===== config.mk =====
export PLATFORM = sky130hd
export DESIGN_NAME = frame_tx_scheduler
export DESIGN_NICKNAME = d
export VERILOG_FILES = /design/src/rtl/fts_pkg.sv /design/src/rtl/fts_ch_hold.sv /design/src/rtl/frame_tx_scheduler.sv
export SDC_FILE = /design/constraint.sdc
export NUM_CORES = 1
export LEC_CHECK = 0
export CORE_MARGIN = 8
export CORE_UTILIZATION = 48
export DETAILED_ROUTE_END_ITERATION = 6
export GPL_ROUTABILITY_DRIVEN = 0
export GPL_TIMING_DRIVEN = 1
export PLACE_DENSITY_LB_ADDON = 0.2
export RECOVER_POWER = 50
export REMOVE_ABC_BUFFERS = 1
export SYNTH_ARGS = -nofsm -noshare
export SYNTH_HDL_FRONTEND = slang
export SYNTH_SLANG_ARGS = --single-unit

===== constraint.sdc =====
create_clock -name clk_i -period 2.1 [get_ports clk_i]
set_clock_uncertainty 0.15 [all_clocks]
set_input_delay 0.315 -clock clk_i [delete_from_list [all_inputs] [get_ports clk_i]]
set_output_delay 0.315 -clock clk_i [all_outputs]
set_load 0.02 [all_outputs]

===== src/rtl/fts_pkg.sv =====
// Package: fts_pkg
// Shared types and helpers for the frame transmit scheduler.
//   fts_state_t : launch sequencer states (IDLE -> LAUNCH -> WAIT -> IDLE)
//   MISS_W      : width of the saturating missed-tick counter
//   cnt_width() : width of the transmit-window counter for a given TX_CYCLES
package fts_pkg;

    typedef enum logic [1:0] {
        IDLE   = 2'd0,
        LAUNCH = 2'd1,
        WAIT   = 2'd2
    } fts_state_t;

    localparam int MISS_W = 8;

    // The window counter only needs to reach TX_CYCLES-2, so $clog2(TX_CYCLES)
    // is always wide enough. The floor of 1 keeps TX_CYCLES=2 legal.
    function automatic int cnt_width(input int tx_cycles);
        return (tx_cycles > 2) ? $clog2(tx_cycles) : 1;
    endfunction

endpackage


===== src/rtl/fts_ch_hold.sv =====
// Module: fts_ch_hold
// One channel's holding register for the frame transmit scheduler.
// Ports:
//   clk    in   1  clock
//   srst   in   1  synchronous active-high reset
//   valid  in   1  producer has a sample on data
//   launch in   1  a frame is being launched on this edge
//   data   in   W  producer sample
//   hold   out  W  last accepted sample
//   fresh  out  1  hold contains a sample not yet sent
//   ready  out  1  channel can accept a sample (hold not fresh)
module fts_ch_hold #(
    parameter int W = 9
) (
    input  logic         clk,
    input  logic         srst,
    input  logic         valid,
    input  logic         launch,
    input  logic [W-1:0] data,
    output logic [W-1:0] hold,
    output logic         fresh,
    output logic         ready
);

    logic [W-1:0] hold_reg;
    logic         fresh_reg;
    logic         load;

    // ready is purely a function of registered state, so producers never see
    // a combinational path from the tick strobe.
    assign load = valid & ~fresh_reg;

    always_ff @(posedge clk) begin
        if (srst) begin
            hold_reg  <= '0;
            fresh_reg <= 1'b0;
        end else begin
            if (load) begin
                hold_reg <= data;
            end
            // A sample accepted on the launch edge missed this frame's
            // snapshot, so it must stay fresh for the next one.
            if (load) begin
                fresh_reg <= 1'b1;
            end else if (launch) begin
                fresh_reg <= 1'b0;
            end
        end
    end

    assign hold  = hold_reg;
    assign fresh = fresh_reg;
    assign ready = ~fresh_reg;

endmodule


===== src/rtl/frame_tx_scheduler.sv =====
// Module: frame_tx_scheduler
// Collects one sample per channel and launches a packed NCH*W-bit frame to the
// transmitter on an enabled frame-slot tick, then keeps the transmitter free of
// re-triggers for TX_CYCLES cycles while counting any ticks that arrive then.
// Ports:
//   clk_i      in   1      clock
//   rst_i      in   1      synchronous reset, active-high
//   en_i       in   1      launch enable (gates new launches only)
//   tick_i     in   1      frame-slot strobe from the transmitter
//   data_i     in   NCH*W  channel samples, ch c at [c*W +: W]
//   valid_i    in   NCH    per-channel sample valid
//   ready_o    out  NCH    per-channel ready (holding register not fresh)
//   start_o    out  1      one-cycle launch pulse
//   frame_o    out  NCH*W  packed frame, ch0 in LSBs
//   fresh_o    out  NCH    channels carrying new data in frame_o
//   busy_o     out  1      launch issued, transmit window running
//   overrun_o  out  1      sticky: tick seen while not idle
//   miss_cnt_o out  8      saturating count of missed ticks
//   clr_i      in   1      clears overrun_o and miss_cnt_o
module frame_tx_scheduler
    import fts_pkg::*;
#(
    parameter int NCH        = 3,
    parameter int W          = 9,
    parameter int TX_CYCLES  = 45,
    parameter int SEND_STALE = 0
) (
    input  logic              clk_i,
    input  logic              rst_i,
    input  logic              en_i,
    input  logic              tick_i,
    input  logic [NCH*W-1:0]  data_i,
    input  logic [NCH-1:0]    valid_i,
    output logic [NCH-1:0]    ready_o,
    output logic              start_o,
    output logic [NCH*W-1:0]  frame_o,
    output logic [NCH-1:0]    fresh_o,
    output logic              busy_o,
    output logic              overrun_o,
    output logic [MISS_W-1:0] miss_cnt_o,
    input  logic              clr_i
);

    localparam int               CNT_W     = cnt_width(TX_CYCLES);
    // LAUNCH takes one cycle of the window, WAIT covers the remaining
    // TX_CYCLES-1, counting 0 .. TX_CYCLES-2.
    localparam logic [CNT_W-1:0] WAIT_LAST = CNT_W'(TX_CYCLES - 2);
    localparam logic             STALE_OK  = (SEND_STALE != 0);
    localparam logic [MISS_W-1:0] MISS_MAX = {MISS_W{1'b1}};

    fts_state_t        state_reg;
    fts_state_t        state_next;
    logic [CNT_W-1:0]  cnt_reg;

    logic [NCH*W-1:0]  hold_bus;
    logic [NCH-1:0]    fresh_vec;
    logic [NCH-1:0]    ready_vec;

    logic [NCH*W-1:0]  frame_reg;
    logic [NCH-1:0]    fresh_out_reg;
    logic              overrun_reg;
    logic [MISS_W-1:0] miss_cnt_reg;

    logic              launch;
    logic              miss;
    logic              start;
    logic              busy;

    // ------------------------------------------------------------------
    // Per-channel holding registers
    // ------------------------------------------------------------------
    generate
        for (genvar gi = 0; gi < NCH; gi++) begin : g_ch
            fts_ch_hold #(
                .W(W)
            ) u_hold (
                .clk    (clk_i),
                .srst   (rst_i),
                .valid  (valid_i[gi]),
                .launch (launch),
                .data   (data_i[gi*W +: W]),
                .hold   (hold_bus[gi*W +: W]),
                .fresh  (fresh_vec[gi]),
                .ready  (ready_vec[gi])
            );
        end
    endgenerate

    // A tick is only taken in IDLE; any tick outside IDLE is a miss, whatever
    // en_i or the fresh bits say.
    assign launch = (state_reg == IDLE) & tick_i & en_i & ((|fresh_vec) | STALE_OK);
    assign miss   = tick_i & (state_reg != IDLE);

    // ------------------------------------------------------------------
    // FSM: state register
    // ------------------------------------------------------------------
    always_ff @(posedge clk_i) begin
        if (rst_i) begin
            state_reg <= IDLE;
        end else begin
            state_reg <= state_next;
        end
    end

    // ------------------------------------------------------------------
    // FSM: next-state logic
    // ------------------------------------------------------------------
    always_comb begin
        state_next = state_reg;
        unique case (state_reg)
            IDLE:    if (launch) state_next = LAUNCH;
            LAUNCH:  state_next = WAIT;
            WAIT:    if (cnt_reg == WAIT_LAST) state_next = IDLE;
            default: state_next = IDLE;
        endcase
    end

    // ------------------------------------------------------------------
    // FSM: outputs
    // ------------------------------------------------------------------
    always_comb begin
        start = 1'b0;
        busy  = 1'b0;
        unique case (state_reg)
            IDLE:    ;
            LAUNCH: begin
                start = 1'b1;
                busy  = 1'b1;
            end
            WAIT:    busy = 1'b1;
            default: ;
        endcase
    end

    // ------------------------------------------------------------------
    // Window counter: zero everywhere except WAIT, where it runs up
    // ------------------------------------------------------------------
    always_ff @(posedge clk_i) begin
        if (rst_i || (state_reg != WAIT)) begin
            cnt_reg <= '0;
        end else begin
            cnt_reg <= cnt_reg + 1'b1;
        end
    end

    // ------------------------------------------------------------------
    // Frame / fresh snapshot, held until the next launch
    // ------------------------------------------------------------------
    always_ff @(posedge clk_i) begin
        if (rst_i) begin
            frame_reg     <= '0;
            fresh_out_reg <= '0;
        end else if (launch) begin
            frame_reg     <= hold_bus;
            fresh_out_reg <= fresh_vec;
        end
    end

    // ------------------------------------------------------------------
    // Overrun flag and saturating miss counter; clear beats a miss
    // ------------------------------------------------------------------
    always_ff @(posedge clk_i) begin
        if (rst_i || clr_i) begin
            overrun_reg  <= 1'b0;
            miss_cnt_reg <= '0;
        end else if (miss) begin
            overrun_reg <= 1'b1;
            if (miss_cnt_reg != MISS_MAX) begin
                miss_cnt_reg <= miss_cnt_reg + 1'b1;
            end
        end
    end

    assign ready_o    = ready_vec;
    assign start_o    = start;
    assign busy_o     = busy;
    assign frame_o    = frame_reg;
    assign fresh_o    = fresh_out_reg;
    assign overrun_o  = overrun_reg;
    assign miss_cnt_o = miss_cnt_reg;

endmodule


==> results of run 1 <==
==> logic make-up after synthesis <==
group           Yosys count  share of synthesized area [%]
xor+xnor                  7                           2.03
simple gates            157                           21.3
flops                    77                           51.1
fa+ha+maj                 5                           2.08
mux                       3                          0.996
buf+inv                  31                           7.56
compound gates           75                           14.9
==> through the flow <==
stage | setup WS, ns | hold WS, ns
floorplan | 0.332 | 0.227
global placement | 0.198 | 0.280
global route | 0.0287 | 0.260
detailed placement | 0.163 | 0.287
finish | 0.133 | 0.252
CTS | 0.102 | 0.244
==> worst paths after layout <==
path | startpoint | to | slack, ns | depth (start not counted)
setup reg to reg | g_ch[0].u_hold.fresh | frame_o[5] | 0.16 | 4
setup / recovery | state_reg[1] | start_o | 0.13 | 3
hold / removal | rst_i | fresh_o[2] | 0.25 | 2
hold reg to reg | g_ch[0].u_hold.hold[7] | frame_o[7] | 0.30 | 2
==> Yosys cell counts (4+ instances only) <==
| cell | instances |
|---|---|
| a21oi_1 | 53 |
| dfxtp_1 | 77 |
| ha_1 | 5 |
| inv_1 | 9 |
| a211oi_1 | 4 |
| nor2_1 | 22 |
| xnor2_1 | 4 |
| clkbuf_1 | 7 |
| nand2_1 | 116 |
| clkbuf_8 | 6 |
| a21oi_2 | 5 |
| nand3_1 | 4 |
==> per-layer routing <==
metal | part of all wire [%] | routed length [um]
met1 | 45 | 3060
met2 | 48 | 3290
met3 | 6.5 | 444
met4 | 0.73 | 50
met5 | 0 | 0
==> cell type report <==
class,instances,area (sq um),share of cell area (%)
Sequential cell,77,1540,39.5
Inverter,9,33.8,0.866
Clock inverter,3,15.0,0.385
Clock buffer,11,131,3.37
Multi-Input combinational cell,247,1230,31.6
Timing Repair Buffer,87,851,21.8
Tap cell,77,96.3,2.47
==> power by group through the flow <==
stage	combinational [W]	clock (W)	sequential, W
floorplan	0.000135	0	0.00159
CTS	0.000332	0.000914	0.00155
finish	0.000324	0.000887	0.00154
global placement	0.000327	0	0.00158
global route	0.000356	0.000977	0.00155
detailed placement	0.000331	0	0.00158
==> cells in the final DEF (no fill, tap or decap), drive strengths merged, types with 4 or more instances in the layout <==
master	n
a211oi	4
a21oi	58
buf	9
clkbuf	12
clkdlybuf4s50	64
dfxtp	77
dlygate4sd3	12
ha	5
inv	9
nand2	116
nand3	4
nor2	22
xnor2	4
==> repair_timing <==
item / in CTS / in global routing
gates resized for setup: 1 / 0
endpoints found under the hold margin: 0 / 0
endpoints found under the setup margin: 1 / 0
hold buffers: 0 / 0
==> flow_summary_export.csv, run 1 <==
group,metric,value,unit
status,outcome,"completed",
power_and_ir_drop,seqPwrFrac,56.1,%
die,initial_utilization,48.6,%
synth,synth_edf_count,0,
power_and_ir_drop,p_int,0.00208,W
setup_path,cp_top_family,"buffers and inverters",
die,ios,79,
final_layout,drive_gt1_share,6.68,%
timing,fin_crit_sh,93.7,%
setup_path,cpPeakStageDelay,0.61,ns
timing,finalHoldViolations,0,
timing,worst_pin_slew,0.820,ns
placed_design,dpl.hpwl,4930,um
synth,synth.yosys.seq_area_share,51.1,%
global_route,grtUsageMet2,25.8,%
timing,tns,0,ns
power_and_ir_drop,p_clk_share,32.2,%
global_route,grt_use_total,15.5,%
power_and_ir_drop,peakVddDrop,0.000422,V
synth,synthTopCellsByArea,"dfxtp_1, nand2_1, a21oi_1",
die,rows,29,
clock_network,htree_levels,3,
global_route,grt_max_degree,30,
final_layout,nets,471,
timing,finalCriticalPeriod,1.97,ns
job,maxCapViolations,0,
route,first_pass_iters,4,
route,drc,0,
final_layout,num-fill-cells,533,
power_and_ir_drop,p_sw_share,24.7,%
route,drtIter0Drc,123,
synth,synth_cells,355,
placed_design,place_inst,497,
timing,maxSlewHeadroom,45.0,%
clock_network,clkSinkCount,77,
setup_path,slowest_stage,"clkdlybuf4s50_1",
final_layout,finalNonFillerCells,511,
clock_network,ctsLongestPathBuffers,2,
timing,fmax,508,MHz
setup_path,worstPathArrival,1.50,ns
die,fp.coreArea,0.00620,sq mm
power_and_ir_drop,pwr-share-comb,11.8,%
clock_network,cts_setup_buffers,0,
clock_network,clk_pin_slew,0.07,ns
power_and_ir_drop,power.total,0.00275,W
placed_design,place_area,0.00377,sq mm
die,dieHeight,95.2,um
setup_path,required,1.63,ns
clock_network,cts_buffers,9,
synth,netlist.area_leader.share,51.1,%
power_and_ir_drop,power_density,706,mW/mm^2
die,dieArea,0.00907,sq mm
route,wire_per_inst,13.4,um
synth,synth_cell_type_count,37,
global_route,grt-busiest-layer,"met2",
clock_network,clkLatencyLatePin,0.33,ns
global_route,use_met3,5.59,%
power_and_ir_drop,p_sw,0.000679,W
final_layout,finish.instance_area,0.00390,sq mm
route,drtAntennaViolNets,0,
synth,ys_warn_count,0,
synth,synth_ff_type,"dfxtp_1",
timing,setup_viol,0,
setup_path,critPathKind,"flop to primary output",
route,viasPerCell,4.97,
die,die_w,95.2,um
setup_path,cp_cell_sequence,"inv_1 -> ha_1 -> clkdlybuf4s50_1",
global_route,grt_pass1_wl,11100,um
global_route,antenna_found_initial,0,
global_route,overflow,0,
setup_path,start_kind,"flop",
timing,slew_violations,0,
synth,synth_area_leader_cell,"dfxtp_1",
placed_design,port-buffer-count,78,
synth,yosys_register_bits,77,
final_layout,final_util,62.9,%
setup_path,cp-end-kind,"primary output",
global_route,met1_usage,18.1,%
synth,syn_area_per_cell,8.49,sq um
setup_path,crit_path_max_fanout,3,
timing,rsz0062_at_grt,"no",
synth,async_flop_share,0,%
final_layout,area_delta_synth_final,29.5,%
power_and_ir_drop,p_leak,1.45,nW
global_route,grt_pass1_vias,2423,
route,via_count,2542,
route,wirelength,6840,um
synth,synth.cell_area,0.00301,sq mm
clock_network,tritoncts,"built",
clock_network,root_buffer,"clkbuf_8",
setup_path,worstPathBufferInverterCount,2,
hold_path,hp-class,"primary input to flop",
final_layout,n_antenna_cell,0,
Power figures use the tool's default switching activity.
==> run 2: changes to the inputs <==
--- a/config.mk
+++ b/config.mk
@@ -5,6 +5,7 @@
 export SDC_FILE = /design/constraint.sdc
 export NUM_CORES = 1
 export LEC_CHECK = 0
+export ABC_AREA = 1
 export CORE_MARGIN = 8
 export CORE_UTILIZATION = 48
 export DETAILED_ROUTE_END_ITERATION = 6
==> run 2 against run 1 <==
Worst hold slack improved by 0.061 ns. Non-clock buffer count unchanged. Sequential cell count is the same. Global-route usage up 1.4 points. Critical endpoint unchanged. Largest power group unchanged.
==> flow_summary_export.csv, run 2 <==
group,metric,value,unit
setup_path,critPathKind,"flop to primary output",
die,dieArea,0.00917,sq mm
timing,setup_viol,0,
global_route,use_met3,5.85,%
synth,ys_warn_count,0,
synth,async_flop_share,0,%
hold_path,min_from,"frame_o[16]",
setup_path,critPathLaunch,"state_reg[1]",
die,rows,29,
final_layout,mostFrequentLayoutCells,"nor2_1, dfxtp_1, clkdlybuf4s50_1",
power_and_ir_drop,power_density,937,mW/mm^2
route,first_pass_iters,4,
route,drc,0,
setup_path,required,1.63,ns
final_layout,area_delta_synth_final,35.0,%
timing,fmax,507,MHz
setup_path,timing.rr.start,"state_reg[0]",
final_layout,layout_commonest_cell,"nor2_1",
route,via_count,2768,
final_layout,finish.instance_area,0.00412,sq mm
final_layout,drive_gt1_share,6.50,%
route,drtIter0Drc,140,
synth,syn_area_per_cell,7.75,sq um
route,wirelength,7370,um
synth,synth_cell_type_count,24,
synth,synthTopCellsByCount,"nor2_1, dfxtp_1, nand2_1, a21oi_1, nand3_1",
die,fp.coreArea,0.00624,sq mm
timing,fin_crit_sh,93.9,%
die,ios,79,
setup_path,cp-end-kind,"primary output",
status,outcome,"completed",
route,viasPerCell,5.00,
hold_path,hp-class,"flop to flop",
setup_path,start_kind,"flop",
synth,synth_cells,394,
clock_network,clkLatencyLatePin,0.34,ns
timing,slew_violations,0,
clock_network,clkSinkCount,77,
power_and_ir_drop,peakVddDrop,0.000670,V
clock_network,root_buffer,"clkbuf_8",
synth,synth_area_leader_cell,"dfxtp_1",
synth,yosys.cell_count.top_type,"nor2_1",
timing,worst_pin_slew,0.455,ns
global_route,met1_usage,19.9,%
global_route,grt_pass1_wl,12300,um
die,initial_utilization,48.9,%
global_route,grt-busiest-layer,"met2",
synth,synth.cell_area,0.00305,sq mm
final_layout,nets,512,
global_route,grtUsageMet2,28.6,%
clock_network,cts_buffers,9,
global_route,grt_pass1_vias,2717,
synth,yosys_register_bits,77,
placed_design,place_area,0.00387,sq mm
timing,maxSlewHeadroom,69.3,%
route,drtAntennaViolNets,0,
global_route,grt_max_degree,35,
die,dieHeight,95.7,um
timing,rsz0062_at_grt,"no",
placed_design,dpl.hpwl,5170,um
setup_path,worstPathArrival,1.51,ns
power_and_ir_drop,p_leak,1.62,nW
timing,tns,0,ns
timing,finalCriticalPeriod,1.97,ns
global_route,antenna_found_initial,0,
clock_network,ctsLongestPathBuffers,2,
final_layout,n_antenna_cell,0,
timing,finalHoldViolations,0,
job,maxCapViolations,0,
synth,synth.yosys.seq_area_share,50.5,%
synth,synth_edf_count,0,
synth,synth_ff_type,"dfxtp_1",
synth,synthTopCellsByArea,"dfxtp_1, nor2_1, a21oi_1",
clock_network,htree_levels,3,
global_route,grt_use_total,16.8,%
setup_path,crit_path_max_fanout,3,
die,die_w,95.7,um
route,wire_per_inst,13.3,um
placed_design,port-buffer-count,78,
clock_network,tritoncts,"built",
clock_network,clk_pin_slew,0.07,ns
global_route,overflow,0,
synth,netlist.area_leader.share,50.5,%
[run 2: cell count changes in the layout (fill, tap and decap cells not counted), moves of 4 or more]
cell,change
o21ai_0,+28
nand3_1,+35
nand2_1,-64
inv_1,+17
bufinv_16,+4
nor2_1,+60
a21oi_2,-5
a21oi_1,-10
xnor2_1,-4
[run 2: critical path, cell delays in order, from the launching register on]
cell,delay [ns]
dfxtp_1,0.33
inv_1,0.07
ha_1,0.16
clkdlybuf4s50_1,0.61
[run 2: final cells by class]
class	count	area (sq um)
Inverter	30	113
Multi-Input combinational cell	267	1250
Clock buffer	12	135
Sequential cell	77	1540
Timing Repair Buffer	87	860
Clock inverter	4	120
Fill cell	551	2120
Tap cell	77	96.3
[run 2: power breakdown]
| part | switching [W] | internal (W) | leakage (nW) |
|---|---|---|---|
| combinational | 0.000489 | 0.000316 | 0.868 |
| clock | 0.000508 | 0.000912 | 0.125 |
| sequential | 0.0000672 | 0.00157 | 0.629 |
| total | 0.00106 | 0.00280 | 1.62 |
[run 2: per-stage QoR]
stage               setup WS (ns)  cells  util, %  power [W]  hold WS [ns]
floorplan                   0.227    374        -    0.00215         0.234
global placement            0.121    538     62.0    0.00248         0.284
detailed placement         0.0839    538     62.0    0.00250         0.298
CTS                         0.107    554     66.1    0.00390         0.316
global route               0.0277    554     66.0    0.00407         0.328
finish                      0.128    554     66.0    0.00386         0.312
[run 2: kinds of logic (layout without fill, tap and decap cells)]
family,Yosys count,count (layout),share of synthesized area [%]
flops,77,77,50.5
simple gates,186,186,26.5
compound gates,76,76,12.6
buf+inv,50,133,8.28
fa+ha+maj,5,5,2.05
[run 2: per-layer routing]
metal	vias up	share of wire, %
li1	1427	-
met5	-	0
met2	80	48
met1	1259	45
met3	2	6.3
met4	0	0.45
[run 2: path summary, 6_finish.rpt]
| check | depth (start not counted) | slack, ns | to |
|---|---|---|---|
| min | 2 | 0.31 | frame_o[16] |
| max | 3 | 0.13 | start_o |
| max reg2reg | 9 | 0.27 | state_reg[1] |
| min reg2reg | 2 | 0.31 | frame_o[16] |
[run 2: timing repair]
action	in CTS	in global routing
setup buffers	0	0
setup endpoints to repair	1	0
resized for setup	1	0
hold buffers	0	0
hold endpoints to repair	0	0
